===== src/rtl/audio_xfade_router.sv =====
// Stereo source router: linear crossfade on source change or mute, then integer gain with saturation.
// Pipeline: stage 1 applies the fade weight, stage 2 applies gain and clips.
module audio_xfade_router #(
  parameter int SAMPLE_W   = 16,
  parameter int NUM_SRC    = 4,
  parameter int GAIN_W     = 4,
  parameter int FADE_SHIFT = 8
) (
  input  logic                          clk,
  input  logic                          rst,
  input  logic                          sample_valid,
  input  logic [NUM_SRC*2*SAMPLE_W-1:0] src_data,
  input  logic [$clog2(NUM_SRC)-1:0]    sel,
  input  logic [GAIN_W-1:0]             gain,
  input  logic                          mute,
  output logic [2*SAMPLE_W-1:0]         out_data,
  output logic                          out_valid,
  output logic                          sat_pulse,
  output logic                          busy,
  output logic [$clog2(NUM_SRC)-1:0]    active_sel
);
  localparam int SEL_W  = $clog2(NUM_SRC);
  localparam int W_W    = FADE_SHIFT + 1;
  localparam int PROD_W = SAMPLE_W + W_W + 1;
  localparam int GP_W   = SAMPLE_W + GAIN_W + 1;
  localparam logic [W_W-1:0] W_FULL = W_W'(1 << FADE_SHIFT);
  localparam logic [W_W-1:0] W_LAST = W_W'((1 << FADE_SHIFT) - 1);
  localparam logic [W_W-1:0] W_ONE  = W_W'(1);
  localparam logic signed [GP_W-1:0] SAT_MAX = {{(GAIN_W+2){1'b0}}, {(SAMPLE_W-1){1'b1}}};
  localparam logic signed [GP_W-1:0] SAT_MIN = {{(GAIN_W+2){1'b1}}, {(SAMPLE_W-1){1'b0}}};

  typedef enum logic [1:0] {STEADY, FADE_OUT, FADE_IN, MUTED} state_t;

  state_t           state_q, state_d;
  logic [W_W-1:0]   w_q, w_d;
  logic [SEL_W-1:0] active_q, active_d, pending_q, pending_d;
  logic             sel_ok;

  assign sel_ok = (int'(sel) < NUM_SRC);

  // NOTE: sequential state uses non-blocking assignments so every register samples pre-edge values.
  always_ff @(posedge clk) begin
    if (!rst) begin
      state_q   <= STEADY;
      w_q       <= W_FULL;
      active_q  <= '0;
      pending_q <= '0;
    end else begin
      state_q   <= state_d;
      w_q       <= w_d;
      active_q  <= active_d;
      pending_q <= pending_d;
    end
  end

  // NOTE: every output of this block gets a default first, so no path can infer a latch.
  always_comb begin
    state_d   = state_q;
    w_d       = w_q;
    active_d  = active_q;
    pending_d = pending_q;
    if (sample_valid) begin
      unique case (state_q)
        STEADY: begin
          if (mute) begin
            state_d   = FADE_OUT;
            pending_d = active_q;
            w_d       = w_q - W_ONE;
          end else if (sel_ok && sel != active_q) begin
            state_d   = FADE_OUT;
            pending_d = sel;
            w_d       = w_q - W_ONE;
          end
        end
        FADE_OUT: begin
          if (w_q != '0) begin
            if (!mute && sel == active_q) begin
              w_d     = w_q + W_ONE;
              state_d = (w_q == W_LAST) ? STEADY : FADE_IN;
            end else begin
              if (!mute && sel_ok) pending_d = sel;
              w_d = w_q - W_ONE;
            end
          end else if (mute) begin
            state_d = MUTED;
          end else begin
            active_d = pending_q;
            state_d  = FADE_IN;
            w_d      = W_ONE;
          end
        end
        FADE_IN: begin
          if (mute || (sel_ok && sel != active_q)) begin
            state_d   = FADE_OUT;
            pending_d = mute ? active_q : sel;
            w_d       = w_q - W_ONE;
          end else begin
            w_d = w_q + W_ONE;
            if (w_q == W_LAST) state_d = STEADY;
          end
        end
        MUTED: begin
          w_d = '0;
          if (!mute) begin
            if (sel_ok) active_d = sel;
            state_d = FADE_IN;
            w_d     = W_ONE;
          end
        end
        default: state_d = STEADY;
      endcase
    end
  end

  always_comb begin
    busy       = (state_q != STEADY);
    active_sel = active_q;
  end

  // Stage 1: weight the routed frame with the pre-update w; |result| never exceeds |src|.
  logic [2*SAMPLE_W-1:0]      frame;
  logic signed [SAMPLE_W-1:0] src_l, src_r, scl_l, scl_r;
  logic signed [PROD_W-1:0]   w_s, prod_l, prod_r;

  always_comb begin
    frame  = src_data[active_q*(2*SAMPLE_W) +: 2*SAMPLE_W];
    src_l  = frame[2*SAMPLE_W-1 -: SAMPLE_W];
    src_r  = frame[SAMPLE_W-1:0];
    w_s    = PROD_W'(w_q);
    prod_l = PROD_W'(src_l) * w_s;
    prod_r = PROD_W'(src_r) * w_s;
    scl_l  = SAMPLE_W'(prod_l >>> FADE_SHIFT);
    scl_r  = SAMPLE_W'(prod_r >>> FADE_SHIFT);
  end

  logic                       s1_valid;
  logic signed [SAMPLE_W-1:0] s1_l, s1_r;
  logic [GAIN_W-1:0]          s1_gain;

  // NOTE: only the valid bit is reset; data registers are qualified by it and need no reset.
  always_ff @(posedge clk) begin
    if (!rst) s1_valid <= 1'b0;
    else      s1_valid <= sample_valid;
    if (sample_valid) begin
      s1_l    <= scl_l;
      s1_r    <= scl_r;
      s1_gain <= gain;
    end
  end

  function automatic logic [SAMPLE_W:0] saturate(input logic signed [GP_W-1:0] v);
    if (v > SAT_MAX)      return {1'b1, SAT_MAX[SAMPLE_W-1:0]};
    else if (v < SAT_MIN) return {1'b1, SAT_MIN[SAMPLE_W-1:0]};
    else                  return {1'b0, v[SAMPLE_W-1:0]};
  endfunction

  logic signed [GP_W-1:0] gain_s, g_l, g_r;
  logic [SAMPLE_W-1:0]    sat_l, sat_r;
  logic                   clip_l, clip_r;

  always_comb begin
    gain_s          = GP_W'(s1_gain);
    g_l             = GP_W'(s1_l) * gain_s;
    g_r             = GP_W'(s1_r) * gain_s;
    {clip_l, sat_l} = saturate(g_l);
    {clip_r, sat_r} = saturate(g_r);
  end

  always_ff @(posedge clk) begin
    if (!rst) begin
      out_valid <= 1'b0;
      sat_pulse <= 1'b0;
      out_data  <= '0;
    end else begin
      out_valid <= s1_valid;
      sat_pulse <= s1_valid & (clip_l | clip_r);
      if (s1_valid) out_data <= {sat_l, sat_r};
    end
  end

endmodule


===== config.mk =====
export PLATFORM = sky130hd
export DESIGN_NAME = audio_xfade_router
export DESIGN_NICKNAME = d
export VERILOG_FILES = /design/src/rtl/audio_xfade_router.sv
export SDC_FILE = /design/constraint.sdc
export NUM_CORES = 1
export LEC_CHECK = 0
export ABC_CLOCK_PERIOD_IN_PS = 11500
export CAP_MARGIN = 0
export CORE_MARGIN = 3
export CORE_UTILIZATION = 45
export CTS_CLUSTER_DIAMETER = 60
export DETAILED_ROUTE_END_ITERATION = 10
export GPL_TIMING_DRIVEN = 0
export HOLD_SLACK_MARGIN = 0.1
export PLACE_DENSITY = 0.63
export RECOVER_POWER = 25
export SKIP_CTS_REPAIR_TIMING = 1
export SLEW_MARGIN = 20
export SYNTH_ARGS = -nofsm -noshare
export SYNTH_HDL_FRONTEND = slang
export SYNTH_SLANG_ARGS = --single-unit

===== constraint.sdc =====
create_clock -name clk -period 11.5 [get_ports clk]
set_clock_uncertainty 0.05 [all_clocks]
set_input_delay 1.15 -clock clk [delete_from_list [all_inputs] [get_ports clk]]
set_output_delay 1.15 -clock clk [all_outputs]
set_load 0.05 [all_outputs]

# Yosys cells after proc, flatten, opt, wreduce, memory -nomap -nowiden
# Index checks and enable logic that the tools add are counted.
[totals]
regBits = 86
word_cells = 85
[op_classes]
bitwise_logic = 2
muxes = 33
reduce_logical = 12
mul = 4
add_sub_neg = 2
eq_ne = 16
magnitude_cmp = 4
n_shift = 1
[ops]
columns = ["operator", "n"]
rows = [
  ["128-bit by 8-bit indexed part select with 32-bit output", 1],
  ["17-bit 2-to-1 mux", 4],
  ["9-bit 2-to-1 mux", 6],
  ["16-bit by 10-bit multiplier with 24-bit output", 2],
  ["21-bit by 16-bit greater-than comparator with 1-bit output, second input constant", 2],
  ["21-bit by 16-bit less-than comparator with 1-bit output, second input constant", 2],
  ["16-bit by 5-bit multiplier with 21-bit output", 2],
  ["9-bit one-hot mux with 4 select lines", 1],
  ["2-bit 2-to-1 mux", 17],
  ["2-bit != test, second input constant", 6],
  ["3-bit != test, second input constant", 4],
  ["9-bit by 1-bit adder with 9-bit output, second input constant", 1],
  ["9-bit by 8-bit == test with 1-bit output, second input constant", 1],
  ["9-bit nonzero test", 1],
  ["9-bit by 1-bit subtractor with 9-bit output, second input constant", 1],
  ["2-bit one-hot mux with 4 select lines", 1],
  ["7-bit AND reduction", 1],
  ["2-bit one-hot mux with 3 select lines", 1],
  ["5-bit AND reduction", 1],
  ["2-bit == test, second input constant", 2],
  ["2-bit one-hot mux with 2 select lines", 1],
  ["4-bit AND reduction", 1],
  ["2-bit nonzero test", 2],
  ["3-bit AND reduction", 1],
  ["11 further kinds", 12],
]

# Depth between registers and ports, before layout
[logic_depth]
word_depth = 6
mapped_depth = 25
ltp_nobuf = 22

# Least setup slack after synthesis
# No wires, ideal clock.
[synth_timing]
kind = "reg-to-reg"
from = "register active_q[0], in the netlist active_sel[0]"
to = "register s1_r[15], data pin"
path_buffers = 3
setup_ns = 0.264
path_stages_with_launch = 23
slack_ns = 4.250
t_required_ns = 11.186
t_arrival_ns = 6.936
cell_sequence = "dfxtp_1 buf_6 buf_2 clkbuf_1 mux4_2 and2_1 fa_1 fa_1 fa_1 fa_1 inv_1 fa_1 inv_1 ha_1 a21o_1 a21oi_1 o211ai_1 a31oi_1 o31ai_4 nor4_2 nor3_2 a211oi_1 xnor2_1"
[synth_between]
elab_chain_cells = 2
[synth_rtl]
columns = ["element", "line", "text"]
rows = [
  ["start, declared", "36", "logic [SEL_W-1:0] active_q, active_d, pending_q, pending_d;"],
  ["start signal, assigned", "51", "active_q <= active_d;"],
  ["128-bit by 8-bit indexed part select with 32-bit output", "126", "frame = src_data[active_q*(2*SAMPLE_W) +: 2*SAMPLE_W];"],
  ["16-bit by 10-bit multiplier with 24-bit output", "131", "prod_r = PROD_W'(src_r) * w_s;"],
  ["named net prod_r[23]", "123", "logic signed [PROD_W-1:0] w_s, prod_l, prod_r;"],
  ["end signal, assigned", "146", "s1_r <= scl_r;"],
  ["end, declared", "137", "logic signed [SAMPLE_W-1:0] s1_l, s1_r;"],
]
# The timed path passes the listed nets, and every way through them passes these cells.
# A chain may end at the register's enable or synchronous reset.

# Worst setup path in the final report
# Same ends and word-level chain as after synthesis.

==> impl_metrics.tcl <==
set metrics [dict create \
    drtAntennaViolNets 0 \
    whs_ns 0.439 \
    final_hold_viol_count 0 \
    synth_flop_cell "dfxtp_1" \
    grt_pass1_vias 15846 \
    synth-async-reset-ratio_pct 0 \
    drive_gt1_share_pct 4.13 \
    critPathLaunch "active_sel[0]$_SDFFE_PN0P_" \
    place_hpwl_mm 42.0 \
    status "finished, violations left" \
    powerDensity_nw_per_um2 305 \
    cp_data_required_time_ns 11.55 \
    place_ws_ns 3.77 \
    wl_per_cell_um 17.5 \
    vias 14603 \
    clk_path_buf_depth 2 \
    clkSinkCount 86 \
    multi_input_area_um2 14900 \
    synth_edf_count 36 \
    ys_ff_latch 86 \
    cts.root.buffer_cell "clkbuf_16" \
    htree_levels 3 \
    grtUsageTotal_pct 22.8 \
    fin_crit_ns 7.70 \
    p_clk_share_pct 5.0 \
    avgSynthCellArea_um2 9.06 \
    initial_core_util_pct 45.9 \
    p_seq_share_pct 9.6 \
    die_area_um2 44500 \
    worstHoldPathType "reg2reg" \
    die_h_um 211 \
    diodes 0 \
    switching_share_pct 54.8 \
    end_kind "flip-flop" \
    ys_seq_area_share_pct 11.0 \
    cp-start-kind "flip-flop" \
    clk_latency_ns 0.36 \
    leakage_nw 10.5 \
    io_buffer_count 173 \
    drtPass1Iterations 5 \
    rsz0062_at_grt "false" \
    cp.arrival_ns 7.76 \
    reg2reg_slack_ns 3.80 \
    drc_errors 0 \
    tightest_slew_ns 1.92 \
    netlist-cell-type-count 78 \
    yosys.area.top_type "fa_1" \
    syn-num-nets 2702 \
    routabilityCongestion 0.899 \
    path_class "reg2reg" \
    synthesis.area_um2 18900 \
    period_share_pct 67.0 \
    register_area_um2 2080 \
    synth_top_area_share_pct 31.1 \
    rows 74 \
    core_area_um2 41200 \
    layout_commonest_cell "inv_1" \
    setup_viol 0 \
    yosys-top-cells-area "fa_1 (31%), ha_1 (12%), and2_1 (8.6%)" \
    clk_pin_slew_worst_paths_ns 0.07 \
    grt-ovfl-total 0 \
    drtIter0Drc 650 \
    drt_wl_total_mm 49.1 \
    num-fill-cells 3810 \
    syn_inst 2087 \
    antenna_found_initial 0 \
    reg2reg_from "active_sel[0]$_SDFFE_PN0P_" \
    fin_total_pwr_w 0.00659 \
    die_w_um 211 \
    grt_max_degree 36 \
    layout_common_cells "inv_1 (426), fa_1 (294), and2_1 (261)" \
    max_slew_margin_pct -28.1 \
    post-route-worst-setup-slack_ns 3.80 \
    reg2reg_depth 22 \
    ios 175 \
    drv_cap 1 \
    nNetsFinal 2887 \
    p_int_w 0.00298 \
    violations "capacitance limit, slew limit" \
    r2r_end "s1_r[15]$_DFFE_PP_" \
    areaGrowthSynthToFinish_pct 14.4 \
    yosysWarnings 0 \
    endpoint "s1_r[15]$_DFFE_PP_" \
    grt_pass1_wl_mm 80.8 \
    slew_viol_final 36 \
    avgViaCountPerCell 5.20 \
    numCtsBuffers 9 \
    vdd_drop_max_v 0.000192 \
    pwr-share-comb_pct 85.4 \
    p_sw_w 0.00361 \
    cp_max_fo 10 \
    cts_tree "done" \
    finalSetupTns_ns 0 \
    maxClockFrequency_ghz 0.130 \
]
[synthesized netlist by cell type (26+ instances only)]
cell        n
and2_1    261
nand2_1   206
nor2_1     63
a21o_1     26
mux4_2     32
inv_1     426
edfxtp_1   36
fa_1      294
clkbuf_1   70
o21ai_0    58
dfxtp_1    50
a21oi_1    77
xnor2_1    55
ha_1      183
[power groups by stage]
| stage | clock (W) | sequential [W] | combinational (W) |
|---|---|---|---|
| global route | 0.000349 | 0.000648 | 0.00637 |
| global placement | 0 | 0.000639 | 0.00549 |
| finish | 0.000330 | 0.000635 | 0.00563 |
| floorplan | 0 | 0.000718 | 0.00420 |
| CTS | 0.000337 | 0.000634 | 0.00566 |
| detailed placement | 0 | 0.000641 | 0.00562 |
[final cells by class]
cell class | instances | area share, %
Multi-Input combinational cell | 1494 | 68.8
Inverter | 426 | 7.39
Clock buffer | 9 | 1.04
Tap cell | 532 | 3.08
Buffer | 81 | 1.59
Timing Repair Buffer | 174 | 7.99
Sequential cell | 86 | 9.62
Clock inverter | 7 | 0.480
[kinds of logic (layout without fill, tap and decap cells)]
logic type / Yosys count / count (layout) / synth area share (%)
compound gates: 277 / 277 / 10.3
xor+xnor: 76 / 76 / 3.56
fa+ha+maj: 477 / 477 / 43.2
buf+inv: 507 / 697 / 10.3
flops: 86 / 86 / 11.0
mux: 43 / 43 / 4.39
simple gates: 621 / 621 / 17.2
[how the worst min path moves through the flow]
stage	from	endpoint	slack, ns	cells after the start
after floorplan	pending_q[0]$_SDFFE_PN0P_	pending_q[0]$_SDFFE_PN0P_	0.43	2
after global placement	out_data[3]$_SDFFE_PN0P_	out_data[3]$_SDFFE_PN0P_	0.42	2
after detailed placement	out_data[1]$_SDFFE_PN0P_	out_data[1]$_SDFFE_PN0P_	0.42	2
after CTS	out_data[1]$_SDFFE_PN0P_	out_data[1]$_SDFFE_PN0P_	0.44	2
after global routing	out_data[3]$_SDFFE_PN0P_	out_data[3]$_SDFFE_PN0P_	0.47	2
final	out_data[1]$_SDFFE_PN0P_	out_data[1]$_SDFFE_PN0P_	0.44	2
[critical path, stage by stage (launching register included)]
cell	delay, ns
dfxtp_1	0.35
buf_6	0.19
buf_2	0.35
clkbuf_1	0.66
mux4_2	0.74
and2_1	0.23
fa_1	0.51
fa_1	0.58
fa_1	0.43
fa_1	0.49
inv_1	0.05
fa_1	0.47
inv_1	0.04
ha_1	0.33
a21o_1	0.19
a21oi_1	0.26
o211ai_1	0.19
a31oi_1	0.31
o31ai_4	0.17
nor4_2	0.34
nor3_2	0.13
a211oi_1	0.27
xnor2_1	0.11
[registers in the layout, indices dropped and copies added (netlist names)]
name        count
sat_pulse       1
active_sel      2
state_q         2
s1_gain         4
s1_l           16
out_data       32
w_q             9
pending_q       2
out_valid       1
s1_r           16
s1_valid        1
[routing by layer]
metal / track usage [%] / vias to the layer above / routed length [µm]
met5: 0 / - / 0
met4: 6.72 / 0 / 1330
met3: 1.68 / 65 / 1660
met2: 42.1 / 367 / 24700
li1: - / 6963 / -
met1: 28.5 / 7208 / 21500
[stage by stage]
| step | util (%) | cells | instance area, µm² |
|---|---|---|---|
| 2_1_floorplan | - | 2087 | 18900 |
| 3_3_place_gp | 51.7 | 2792 | 21300 |
| 3_5_place_dp | 51.7 | 2793 | 21300 |
| 4_1_cts | 52.5 | 2809 | 21600 |
| 5_1_grt | 52.5 | 2809 | 21600 |
| 6_report | 52.5 | 2809 | 21600 |
(Power assumes the default switching activity.)
==> RTL change: new RTL, same flow settings <==
`SAMPLE_W`: 16 -> 32.
--- a/src/rtl/audio_xfade_router.sv
+++ b/src/rtl/audio_xfade_router.sv
@@ -2,5 +2,5 @@
 // Pipeline: stage 1 applies the fade weight, stage 2 applies gain and clips.
 module audio_xfade_router #(
-  parameter int SAMPLE_W   = 16,
+  parameter int SAMPLE_W   = 32,
   parameter int NUM_SRC    = 4,
   parameter int GAIN_W     = 4,
Ports: changed (resized out_data and src_data); port bits go from 175 to 335. No check against the original RTL was run, so the function may have changed too.
==> RTL change against the unedited design <==
- the run still ends with capacitance limit, slew limit left
- sequential share of layout area is 0.62 points lower
- area after synthesis is 89% higher
- sequential cell count is 64 higher
- final cell count is 92% higher
- hold slack better by 16 ps
- final area is 89% higher
- routed wire length is 100% higher
- worst setup slack worse by 1400 ps
Power is left out: the tool's default activity adds up to more than one toggle a clock period on the data nets, which glitch-free logic cannot reach.
==> RTL change: results (changes against the unedited design) <==
HP Start pending_q[1]; # port buffers 332 (+92%); max incr delay on CP 790 ps (+50 ps); number of synthesized flops with an enable pin 68 (+89%); internal reg-to-reg setup slack 2400 ps (-1390 ps); status complete, but fails checks; CTS buffer count 17 (+8); violated checks capacitance limit, slew limit; largest net degree at the start of global routing 65 (+81%); Worst-Skew Late Latency 440 ps (+80 ps); synth top area cells fa_1 33%, ha_1 11%, and2_1 10%; Nets 5505 (+91%); Pins Over Slew Limit 65 (+81%); initial antenna violation count 2 (+2); DR pass1 iterations 6 (+1); DR vias/cell 5.23 (+0.56%); Slew @ Worst Pin 3250 ps (+1330 ps); max-cap violation count 1 (unchanged); Synth top cells by count 771 x inv_1, 585 x and2_1, 582 x fa_1; first-pass GRT wire length 160000 um (+98%); CP endpoint s1_r[30]; layout cells sized above 1 3.56% (-0.57 points); htree depth 4 (+1); CP max-delay cell buf_1; vias in the first global route 29.2k (+84%); Routed WL 100000 um (+100%); Post-Syn Nets 5153 (+91%); sequential share of the synthesized area 10.3% (-0.70 points); GP Congestion 0.925 (+2.8%); metal2 WL 45800 um (+86%)
==> RTL change: cell families after synthesis <==
logic type	after synthesis	share of synthesized area [%]
buf+inv	941	10.1
mux	71	4.27
compound gates	577	10.3
xor+xnor	143	3.56
fa+ha+maj	893	43.5
flops	150	10.3
simple gates	1219	17.9
==> RTL change: area by class of cell <==
class / count / area, sq um
buffer: 170 / 718
inverter: 771 / 2890
clock buffer: 21 / 472
timing repair buffer: 333 / 3320
tap: 1040 / 1300
fill: 7338 / 37100
multi-input combinational: 2903 / 28400
clock inverter: 11 / 98.8
sequential: 150 / 3680
==> RTL change: per-stage QoR <==
step,instance area [sq um],std cells,setup WS [ps]
after floorplan,35700,3994,3810
after global placement,40300,5366,1970
after detailed placement,40400,5367,2170
after CTS,40900,5399,2160
after global routing,40900,5399,1920
final,40900,5399,2400
